===== src/rtl/chk_pkg.sv =====
// Shared definitions for the stream checker blocks: state encodings and
// the counter-width helper used to size beat, error and timer counters.
package chk_pkg;

    typedef enum logic [1:0] {
        ST_IDLE = 2'd0,
        ST_RUN  = 2'd1,
        ST_DONE = 2'd2
    } state_e;

    // Bits needed to hold values 0..max_val, never less than one bit.
    function automatic int cnt_width(input int max_val);
        int w;
        w = $clog2(max_val + 1);
        if (w < 1) begin
            w = 1;
        end else begin
            w = w;
        end
        return w;
    endfunction

endpackage


===== src/rtl/cycle_timer.sv =====
// Loadable inactivity counter. Counts enabled cycles up to LIMIT-1 and
// holds there; expire_o is high while the count sits at LIMIT-1.
// Clear has priority over load, load over counting.
module cycle_timer
    import chk_pkg::*;
#(
    parameter int LIMIT = 64,
    parameter int W     = cnt_width(LIMIT)
) (
    input  logic         clk,
    input  logic         rst,
    input  logic         clr_i,
    input  logic         load_i,
    input  logic [W-1:0] load_val_i,
    input  logic         en_i,
    output logic         expire_o
);

    localparam logic [W-1:0] LAST = W'(LIMIT - 1);

    logic [W-1:0] cnt_q;
    logic [W-1:0] cnt_d;

    // Next count: clear, load, or advance while below the expiry value.
    always_comb begin
        cnt_d = cnt_q;
        if (clr_i) begin
            cnt_d = '0;
        end else if (load_i) begin
            cnt_d = load_val_i;
        end else if (en_i && (cnt_q != LAST)) begin
            cnt_d = cnt_q + 1'b1;
        end else begin
            cnt_d = cnt_q;
        end
    end

    // Count register with asynchronous active-low reset.
    always_ff @(posedge clk or negedge rst) begin
        if (!rst) begin
            cnt_q <= '0;
        end else begin
            cnt_q <= cnt_d;
        end
    end

    assign expire_o = (cnt_q == LAST);

endmodule


===== config.mk =====
export PLATFORM = sky130hd
export DESIGN_NAME = cycle_timer
export DESIGN_NICKNAME = d
export VERILOG_FILES = /design/src/rtl/chk_pkg.sv /design/src/rtl/cycle_timer.sv
export SDC_FILE = /design/constraint.sdc
export NUM_CORES = 1
export LEC_CHECK = 0
export ABC_AREA = 1
export BUFFER_PORTS_ARGS = -buffer_cell sky130_fd_sc_hd__clkbuf_2
export CORE_UTILIZATION = 40
export CTS_CLUSTER_SIZE = 20
export DETAILED_ROUTE_END_ITERATION = 10
export GPL_ROUTABILITY_DRIVEN = 0
export SETUP_SLACK_MARGIN = 0.4
export SLEW_MARGIN = 20
export SYNTH_ARGS = -nofsm -noshare
export SYNTH_HDL_FRONTEND = slang
export SYNTH_SLANG_ARGS = --single-unit

===== constraint.sdc =====
create_clock -name clk -period 1.3 [get_ports clk]
set_clock_uncertainty 0.15 [all_clocks]
set_input_delay 0.26 -clock clk [delete_from_list [all_inputs] [get_ports clk]]
set_output_delay 0.26 -clock clk [all_outputs]
set_load 0.01 [all_outputs]

[Yosys cells after proc, flatten, opt, wreduce, memory -nomap -nowiden]
Cells that the tools add are included.
Operators by class
  add/sub/neg operators: 1
  reductions and logical operators: 2
  eq/ne operators: 2
  muxes and demuxes: 3
Operators by type and width (number)
  7-bit 2-to-1 mux: 3
  7-bit by 1-bit adder with 7-bit output, second input constant: 1
  7-bit by 6-bit equality test with 1-bit output, second input constant: 1
  7-bit by 6-bit inequality test with 1-bit output, second input constant: 1
  3-bit nonzero test: 1
  1-bit logical AND: 1
Word-level totals
  logic and storage cells: 9
  output and inout bits: 1
  register bits after elaboration: 7
  bits of input ports: 12

[Longest topological paths before layout]
Gate-level depths: netlist of run 1.
  word-level depth: 5
  depth in mapped cells: 9
  gate-level depth less buffers: 9

[Worst setup path after synthesis of run 1]
No wires, ideal clock.
  kind: register to register
  start: reg cnt_q[0]
  end: reg cnt_q[3]
  arrival time: 1.192 ns
  data required time: 1.085 ns
  library setup time: 0.065 ns
  cell stages (with the launch flop): 9
  clock period less this slack: 1.408 ns
  buffers on the path: 0
  setup slack: -0.108 ns
  cells stage by stage: dfrtp_1 -> ha_1 -> nand2_2 -> nor2_4 -> nand2_4 -> nand2_8 -> a21oi_4 -> nand2_1 -> nand2_1
On the way
  word-level cells in the longest chain between the ends: 4
  elaborated cells on any way between the ends: 7
  those cells by class: 1 x add/sub; 1 x eq/ne; 3 x mux; 2 x reduce/logical
Ends and longest elaborated chain
  start: declaration: line cycle_timer.sv:21  | logic [W-1:0] cnt_q;
  start signal: assignment: line cycle_timer.sv:43  | cnt_q <= cnt_d;
  7-bit by 1-bit adder with 7-bit output: line cycle_timer.sv:32  | cnt_d = cnt_q + 1'b1;
  7-bit 2-to-1 mux: line cycle_timer.sv:31  | end else if (en_i && (cnt_q != LAST)) begin
  7-bit 2-to-1 mux: line cycle_timer.sv:29  | end else if (load_i) begin
  7-bit 2-to-1 mux: line cycle_timer.sv:27  | if (clr_i) begin
Several ways; a longest one is shown, not always the timed one. The select of a mux whose other input is x is not followed.
A chain may end at the register's enable or synchronous reset.

[Final worst setup path of run 1]
  start: reg cnt_q[1]
  end: out expire_o
On the way
  word-level cells in the longest chain between the ends: 1
Ends and longest elaborated chain
  7-bit by 6-bit equality test with 1-bit output: line cycle_timer.sv:47  | assign expire_o = (cnt_q == LAST);
  end: declaration: line cycle_timer.sv:16  | output logic expire_o
No other way between the ends.

==> impl_metrics.prom, run 1 <==
# TYPE chip_impl_metric gauge
chip_impl_info{name="clock_tree.root_cell",value="sky130_fd_sc_hd__clkbuf_4"} 1
chip_impl_metric{name="synth_top_area_frac",unit=""} 0.308
chip_impl_metric{name="largest_register_ff_count",unit=""} 7
chip_impl_info{name="type_of_the_worst_min_delay_path",value="primary input to register"} 1
chip_impl_metric{name="finalMaxSlewViolations",unit=""} 0
chip_impl_info{name="registers_with_the_most_flip_flops",value="cnt_q: 7 flops"} 1
chip_impl_metric{name="tritoncts.num_buffers",unit=""} 3
chip_impl_metric{name="tightest_slew",unit="ns"} 0.218
chip_impl_metric{name="post_synth.cell_area_avg",unit="um^2"} 7.47
chip_impl_metric{name="core_box_area",unit="mm^2"} 0.00132
chip_impl_metric{name="post-route-worst-setup-slack",unit="ns"} -0.269
chip_impl_metric{name="die-area",unit="mm^2"} 0.00157
chip_impl_info{name="postSynth.topFlopCell",value="sky130_fd_sc_hd__dfrtp_1"} 1
chip_impl_metric{name="critical_path_required",unit="ns"} 0.89
chip_impl_metric{name="clk_pin_slew_worst_paths",unit="ns"} 0.06
chip_impl_metric{name="drt-vias-per-instance",unit=""} 5.09
chip_impl_metric{name="hold_viol_final",unit=""} 0
chip_impl_metric{name="worst_skew_pair.late_latency",unit="ns"} 0.25
chip_impl_metric{name="ff_latch_count_synth",unit=""} 7
chip_impl_metric{name="worst-endpoint-arrival",unit="ns"} 1.16
chip_impl_metric{name="clock_period_minus_final_worst_setup_slack",unit="ns"} 1.57
chip_impl_metric{name="worstPathMaxFanout",unit=""} 2
chip_impl_info{name="critical_path.reg2reg.startpoint",value="cnt_q[1]$_DFFE_PN0P_"} 1
chip_impl_metric{name="maxCapViolCount",unit=""} 0
chip_impl_metric{name="num_io_pins",unit=""} 13
chip_impl_info{name="worstSetupStartpoint",value="cnt_q[1]$_DFFE_PN0P_"} 1
chip_impl_metric{name="slew_headroom",unit=""} 0.853
chip_impl_metric{name="clkSinkCount",unit=""} 7
chip_impl_metric{name="ant_nets",unit=""} 0
chip_impl_info{name="final_cell_mix",value="31 x sky130_fd_sc_hd__nand2_1, 11 x sky130_fd_sc_hd__clkbuf_2, 11 x sky130_fd_sc_hd__buf_4, 8 x sky130_fd_sc_hd__nand4_1, 7 x sky130_fd_sc_hd__dfrtp_1"} 1
chip_impl_metric{name="place.port_buffers",unit=""} 12
chip_impl_metric{name="grt.total_usage",unit=""} 0.221
chip_impl_metric{name="r2r_setup_slack",unit="ns"} -0.17
chip_impl_metric{name="die_w",unit="um"} 39.7
chip_impl_metric{name="largest_net_degree_at_the_start_of_global_routing",unit=""} 16
chip_impl_metric{name="setup_viol",unit=""} 8
chip_impl_metric{name="switching_power",unit="uW"} 179
chip_impl_metric{name="global_route.overflow_total",unit=""} 0
chip_impl_metric{name="power.ir.vdd_worst",unit="uV"} 544
chip_impl_metric{name="ys_async_sr_fraction",unit=""} 1.00
chip_impl_metric{name="pwr-share-comb",unit=""} 0.248
chip_impl_metric{name="static-leakage-power",unit="nW"} 0.427
chip_impl_metric{name="synth_edf_count",unit=""} 0
chip_impl_metric{name="synth.cell_area",unit="um^2"} 568
chip_impl_metric{name="grt_antenna_before_repair",unit=""} 0
chip_impl_metric{name="initial_utilization",unit=""} 0.431
chip_impl_metric{name="internal-power",unit="uW"} 415
chip_impl_info{name="crit_path_end_kind",value="primary output"} 1
chip_impl_metric{name="pwr-share-seq",unit=""} 0.418
chip_impl_metric{name="final_routed_wire_length_divided_by_cell_count",unit="um"} 11.7
chip_impl_metric{name="worst_setup_slack_before_clock_tree_synthesis",unit="ns"} -0.104
chip_impl_metric{name="detail_route.wirelength",unit="mm"} 1.37
chip_impl_metric{name="achievable-frequency",unit="MHz"} 637
chip_impl_metric{name="post-route-period-util",unit=""} 1.21
chip_impl_metric{name="post-route-drc-count",unit=""} 0
chip_impl_metric{name="yosysWarnings",unit=""} 0
chip_impl_info{name="status",value="finished with violations"} 1
chip_impl_metric{name="synth.net_count",unit=""} 89
chip_impl_metric{name="core.rowCount",unit=""} 13
chip_impl_info{name="min_from",value="load_val_i[1]"} 1
chip_impl_info{name="setup_repair_after_global_routing_missed_its_margin",value="yes"} 1
chip_impl_metric{name="synthDistinctLibCells",unit=""} 21
chip_impl_metric{name="floorplan.die.height",unit="um"} 39.7
chip_impl_metric{name="grt_pass1_wl",unit="mm"} 2.14
chip_impl_metric{name="synth-seq-area-share",unit=""} 0.308
chip_impl_metric{name="power.share.switching",unit=""} 0.302
chip_impl_info{name="post_synth_main_area_contributors",value="sky130_fd_sc_hd__dfrtp_1 31%, sky130_fd_sc_hd__nand2_1 20%, sky130_fd_sc_hd__nand4_1 8.8%, sky130_fd_sc_hd__buf_6 4.0%, sky130_fd_sc_hd__o21bai_1 4.0%"} 1
chip_impl_metric{name="synthToLayoutAreaGrowth",unit="%"} 37.4
chip_impl_metric{name="cellPowerDensity",unit="mW/mm^2"} 762
chip_impl_info{name="critPathLaunchType",value="register"} 1
chip_impl_metric{name="cells_after_synthesis",unit=""} 76
chip_impl_metric{name="vias_in_the_first_global_route",unit=""} 516
chip_impl_metric{name="detailed_place_hpwl",unit="um"} 999
chip_impl_info{name="cts_tree",value="built"} 1
chip_impl_metric{name="totalNegativeSetupSlack",unit="ns"} -1.40
chip_impl_info{name="post_synthesis_cell_type_with_the_largest_combined_area",value="sky130_fd_sc_hd__dfrtp_1"} 1
chip_impl_info{name="regMostFlops",value="cnt_q"} 1
chip_impl_metric{name="layout.nets",unit=""} 116
chip_impl_metric{name="via_total_after_detailed_routing",unit=""} 596
chip_impl_info{name="worst-setup-path-type",value="register to primary output"} 1
chip_impl_metric{name="clockPowerShare",unit=""} 0.334
chip_impl_metric{name="antenna_cells",unit=""} 0
chip_impl_metric{name="number_of_h_tree_branching_levels",unit=""} 1
chip_impl_metric{name="drive_above_1_share",unit=""} 0.392
chip_impl_metric{name="initialDrtViolationCount",unit=""} 8
chip_impl_info{name="violations",value="negative setup slack"} 1
chip_impl_metric{name="drtPass1Iterations",unit=""} 4
chip_impl_info{name="final_common_cell",value="sky130_fd_sc_hd__nand2_1"} 1
chip_impl_metric{name="cts-root-to-sink-buffers",unit=""} 2
[logic make-up (layout without fill, tap and decap cells)]
family / after synthesis / after routing / share of synthesized area
flip-flops: 7 / 7 / 0.308
AND/OR/NAND/NOR: 53 / 53 / 0.480
buffers and inverters: 8 / 34 / 0.0881
adder cells (fa/ha/maj): 1 / 1 / 0.0220
AO/OA/AOI/OAI: 7 / 7 / 0.101
[cell usage after synthesis (all sizes together) (2+ instances only)]
cell type / instances
inv: 6
nand2: 34
nand3: 6
nand4: 8
dfrtp: 7
buf: 2
nor2: 5
o21bai: 3
[stage by stage]
stage               hold slack (ns)  area (um^2)   util  std cells  power, mW
floorplan                    -0.186          576      -         76      0.330
global placement            -0.0430          684  0.519        108      0.387
detailed placement          -0.0427          684  0.519        108      0.385
CTS                           0.162          748  0.568        116      0.598
global route                  0.175          781  0.593        117      0.639
finish                        0.169          781  0.593        117      0.595
[final cells by class]
type | instances | area (um^2)
inverter | 6 | 27.5
fill | 120 | 537
timing repair buffer | 24 | 159
tap | 15 | 18.8
multi-input combinational | 61 | 374
clock buffer | 4 | 26.3
sequential | 7 | 175
[final timing paths]
path,end,cells after the start
worst max-delay path,expire_o,6
worst min-delay path,cnt_q[1]$_DFFE_PN0P_,5
worst max register to register,cnt_q[6]$_DFFE_PN0P_,9
worst min register to register,cnt_q[4]$_DFFE_PN0P_,2
max in group asynchronous,cnt_q[4]$_DFFE_PN0P_,2
min in group asynchronous,cnt_q[2]$_DFFE_PN0P_,2
[worst max-delay path, stage by stage (launching register included)]
cell and delay, ns:
sky130_fd_sc_hd__dfrtp_1 0.39, sky130_fd_sc_hd__ha_4 0.16, sky130_fd_sc_hd__nand2_4 0.05, sky130_fd_sc_hd__nor2_4 0.11, sky130_fd_sc_hd__nand2_4 0.06, sky130_fd_sc_hd__inv_2 0.05
sky130_fd_sc_hd__buf_6 0.09
[what timing repair did]
action,4_1_cts,5_1_grt
pin swaps,4,2
setup buffers,3,1
endpoints found under the setup margin,8,8
cloned,0,0
hold endpoints to repair,7,0
hold buffers,1,0
gates resized for setup,2,4
[layer usage]
layer  global-route usage  up-vias  routed length, um
met5                    0        -                  0
met4                0.155        0                 12
met3               0.0341        2                 36
met2                0.352       11                671
met1                0.268      273                649
li1                     -      310                  -
[power groups by stage]
stage	clock network (mW)	registers, mW	logic (mW)
global placement	0	0.251	0.136
finish	0.199	0.249	0.147
floorplan	0	0.252	0.0777
CTS	0.211	0.246	0.141
global route	0.223	0.251	0.165
detailed placement	0	0.250	0.135
(Power assumes the default switching activity.)
==> run 2: changes to the inputs <==
--- a/config.mk
+++ b/config.mk
@@ -8,6 +8,7 @@
 export ABC_AREA = 1
 export BUFFER_PORTS_ARGS = -buffer_cell sky130_fd_sc_hd__clkbuf_2
 export CORE_UTILIZATION = 40
+export CTS_BUF_LIST = sky130_fd_sc_hd__clkbuf_16
 export CTS_CLUSTER_SIZE = 20
 export DETAILED_ROUTE_END_ITERATION = 10
 export GPL_ROUTABILITY_DRIVEN = 0
==> impl_metrics.prom, run 2 (synthesized netlist as in run 1, its figures left out) <==
# TYPE chip_impl_metric gauge
chip_impl_info{name="status",value="finished with violations"} 1
chip_impl_info{name="violations",value="negative setup slack"} 1
chip_impl_metric{name="grt.total_usage",unit=""} 0.203
chip_impl_metric{name="die_w",unit="um"} 39.7
chip_impl_metric{name="detailed_place_hpwl",unit="um"} 999
chip_impl_metric{name="finished_cell_area",unit="um^2"} 833
chip_impl_metric{name="setup_viol",unit=""} 8
chip_impl_info{name="crit_path_end_kind",value="primary output"} 1
chip_impl_metric{name="met3_track_demand_over_resource_in_global_routing",unit=""} 0.0170
chip_impl_metric{name="via_total_after_detailed_routing",unit=""} 590
chip_impl_info{name="critPathLaunchType",value="register"} 1
chip_impl_metric{name="initialDrtViolationCount",unit=""} 13
chip_impl_metric{name="core_box_area",unit="mm^2"} 0.00132
chip_impl_metric{name="sequential_cell_area",unit="um^2"} 175
chip_impl_metric{name="achievable-frequency",unit="MHz"} 650
chip_impl_metric{name="drive_above_1_share",unit=""} 0.392
chip_impl_metric{name="place.port_buffers",unit=""} 12
chip_impl_metric{name="post-route-period-util",unit=""} 1.18
chip_impl_metric{name="dp_cells",unit=""} 108
chip_impl_info{name="registers_with_the_most_flip_flops",value="cnt_q: 7 flops"} 1
chip_impl_metric{name="core.rowCount",unit=""} 13
chip_impl_metric{name="tritoncts.num_buffers",unit=""} 3
chip_impl_metric{name="largest_net_degree_at_the_start_of_global_routing",unit=""} 16
chip_impl_metric{name="number_of_h_tree_branching_levels",unit=""} 1
chip_impl_info{name="path_cells",value="ha_4, nand2_4, nor2_4, nand2_4, inv_2, buf_6"} 1
chip_impl_metric{name="timing.critical_path.slowest_cell_delay",unit="ns"} 0.38
chip_impl_metric{name="multi_input_area",unit="um^2"} 374
chip_impl_info{name="setup_repair_after_global_routing_missed_its_margin",value="yes"} 1
chip_impl_metric{name="post-route-worst-setup-slack",unit="ns"} -0.239
chip_impl_metric{name="initial_utilization",unit=""} 0.431
chip_impl_metric{name="clkSinkCount",unit=""} 7
chip_impl_metric{name="drtPass1Iterations",unit=""} 4
chip_impl_metric{name="synthToLayoutAreaGrowth",unit="%"} 46.7
chip_impl_metric{name="detail_route.wirelength",unit="mm"} 1.33
chip_impl_metric{name="worst_skew_pair.late_latency",unit="ns"} 0.23
chip_impl_metric{name="clk_pin_slew_worst_paths",unit="ns"} 0.03
chip_impl_metric{name="antenna_cells",unit=""} 0
chip_impl_metric{name="static-leakage-power",unit="nW"} 0.454
chip_impl_metric{name="dpl_cell_area",unit="um^2"} 684
chip_impl_metric{name="tightest_slew",unit="ns"} 0.218
chip_impl_metric{name="p_total",unit="uW"} 907
chip_impl_info{name="worst-setup-path-type",value="register to primary output"} 1
chip_impl_info{name="regMostFlops",value="cnt_q"} 1
chip_impl_metric{name="finalMaxSlewViolations",unit=""} 0
chip_impl_metric{name="worst-endpoint-arrival",unit="ns"} 1.13
chip_impl_metric{name="final_routed_wire_length_divided_by_cell_count",unit="um"} 11.4
chip_impl_metric{name="floorplan.die.height",unit="um"} 39.7
chip_impl_metric{name="post-route-drc-count",unit=""} 0
chip_impl_metric{name="largest_register_ff_count",unit=""} 7
chip_impl_metric{name="global_route.overflow_total",unit=""} 0
chip_impl_metric{name="met1_usage_in_global_routing",unit=""} 0.269
chip_impl_metric{name="grt_pass1_wl",unit="mm"} 2.04
chip_impl_metric{name="power.ir.vdd_worst",unit="uV"} 855
chip_impl_metric{name="grt_antenna_before_repair",unit=""} 0
chip_impl_metric{name="clock_period_minus_final_worst_setup_slack",unit="ns"} 1.54
chip_impl_info{name="clock_tree.root_cell",value="sky130_fd_sc_hd__clkbuf_16"} 1
chip_impl_metric{name="layout.filler_cells",unit=""} 106
chip_impl_info{name="critPathSlowestCell",value="sky130_fd_sc_hd__dfrtp_1"} 1
chip_impl_info{name="cts_tree",value="built"} 1
chip_impl_metric{name="num_io_pins",unit=""} 13
chip_impl_info{name="final_common_cell",value="sky130_fd_sc_hd__nand2_1"} 1
chip_impl_metric{name="vias_in_the_first_global_route",unit=""} 501
chip_impl_metric{name="globalRouteMet2Util",unit=""} 0.324
chip_impl_info{name="type_of_the_worst_min_delay_path",value="primary input to register"} 1
chip_impl_metric{name="die-area",unit="mm^2"} 0.00157
chip_impl_info{name="globalRoute.busiestLayer",value="met2"} 1
chip_impl_metric{name="cts-root-to-sink-buffers",unit=""} 2
chip_impl_metric{name="drt-vias-per-instance",unit=""} 5.04
chip_impl_metric{name="slew_headroom",unit=""} 0.853
chip_impl_metric{name="number_of_non_filler_instances_in_the_completed_layout",unit=""} 117
chip_impl_metric{name="maxCapViolCount",unit=""} 0
chip_impl_metric{name="critical_path_required",unit="ns"} 0.89
chip_impl_info{name="crit_top_cell",value="sky130_fd_sc_hd__nand2_4"} 1
chip_impl_metric{name="worstPathMaxFanout",unit=""} 2
chip_impl_metric{name="layout.nets",unit=""} 116
chip_impl_metric{name="hold_viol_final",unit=""} 0
chip_impl_metric{name="cellPowerDensity",unit="mW/mm^2"} 1090
chip_impl_metric{name="ant_nets",unit=""} 0
chip_impl_info{name="final_cell_mix",value="31 x sky130_fd_sc_hd__nand2_1, 11 x sky130_fd_sc_hd__clkbuf_2, 11 x sky130_fd_sc_hd__buf_4, 8 x sky130_fd_sc_hd__nand4_1, 7 x sky130_fd_sc_hd__dfrtp_1"} 1
-- run 2: worst max-delay path: cells and delay by family (launching register included) --
family | cells | cell delay (ns)
AND/OR/NAND/NOR | 3 | 0.22
flip-flops | 1 | 0.38
buffers and inverters | 2 | 0.14
adder cells (fa/ha/maj) | 1 | 0.16
-- run 2: metal layers --
metal,up-vias,share of wire
met5,-,0
li1,308,-
met2,12,0.47
met4,0,0.016
met3,2,0.026
met1,268,0.49
-- run 2: cell type report --
cell class	instances	area share
flip-flops and latches	7	0.210
inverters	6	0.0330
repair buffers	24	0.191
well taps	15	0.0225
multi-input cells	61	0.449
clock inverters	1	0.00450
clock buffers	3	0.0901
-- run 2: final timing paths --
kind	start	slack (ns)	to	depth (start not counted)
min reg2reg	cnt_q[4]$_DFFE_PN0P_	0.42	cnt_q[4]$_DFFE_PN0P_	2
max	cnt_q[1]$_DFFE_PN0P_	-0.24	expire_o	6
max reg2reg	cnt_q[1]$_DFFE_PN0P_	-0.16	cnt_q[6]$_DFFE_PN0P_	9
min in group asynchronous	rst	0.25	cnt_q[5]$_DFFE_PN0P_	2
max in group asynchronous	rst	0.58	cnt_q[1]$_DFFE_PN0P_	2
min	load_val_i[4]	0.19	cnt_q[4]$_DFFE_PN0P_	5
-- run 2: where the power goes --
group	switching, mW	internal [mW]
clock network	0.110	0.399
registers	0.0160	0.234
logic	0.0814	0.0654
-- run 2: repair_timing --
action / CTS / global route
hold buffers: 1 / 0
endpoints found under the hold margin: 7 / 0
resized for setup: 2 / 4
pin swaps: 4 / 2
setup endpoints to repair: 8 / 8
buffers inserted: 3 / 1
-- run 2: metrics by stage --
| stage | setup TNS (ns) | hold WS (ns) | util | setup slack (ns) |
|---|---|---|---|---|
| floorplan | -0.473 | -0.186 | - | -0.0676 |
| global placement | -0.680 | -0.0430 | 0.519 | -0.0980 |
| detailed placement | -0.735 | -0.0427 | 0.519 | -0.104 |
| CTS | -1.56 | 0.188 | 0.608 | -0.302 |
| global route | -2.00 | 0.207 | 0.632 | -0.305 |
| finish | -1.29 | 0.193 | 0.632 | -0.239 |
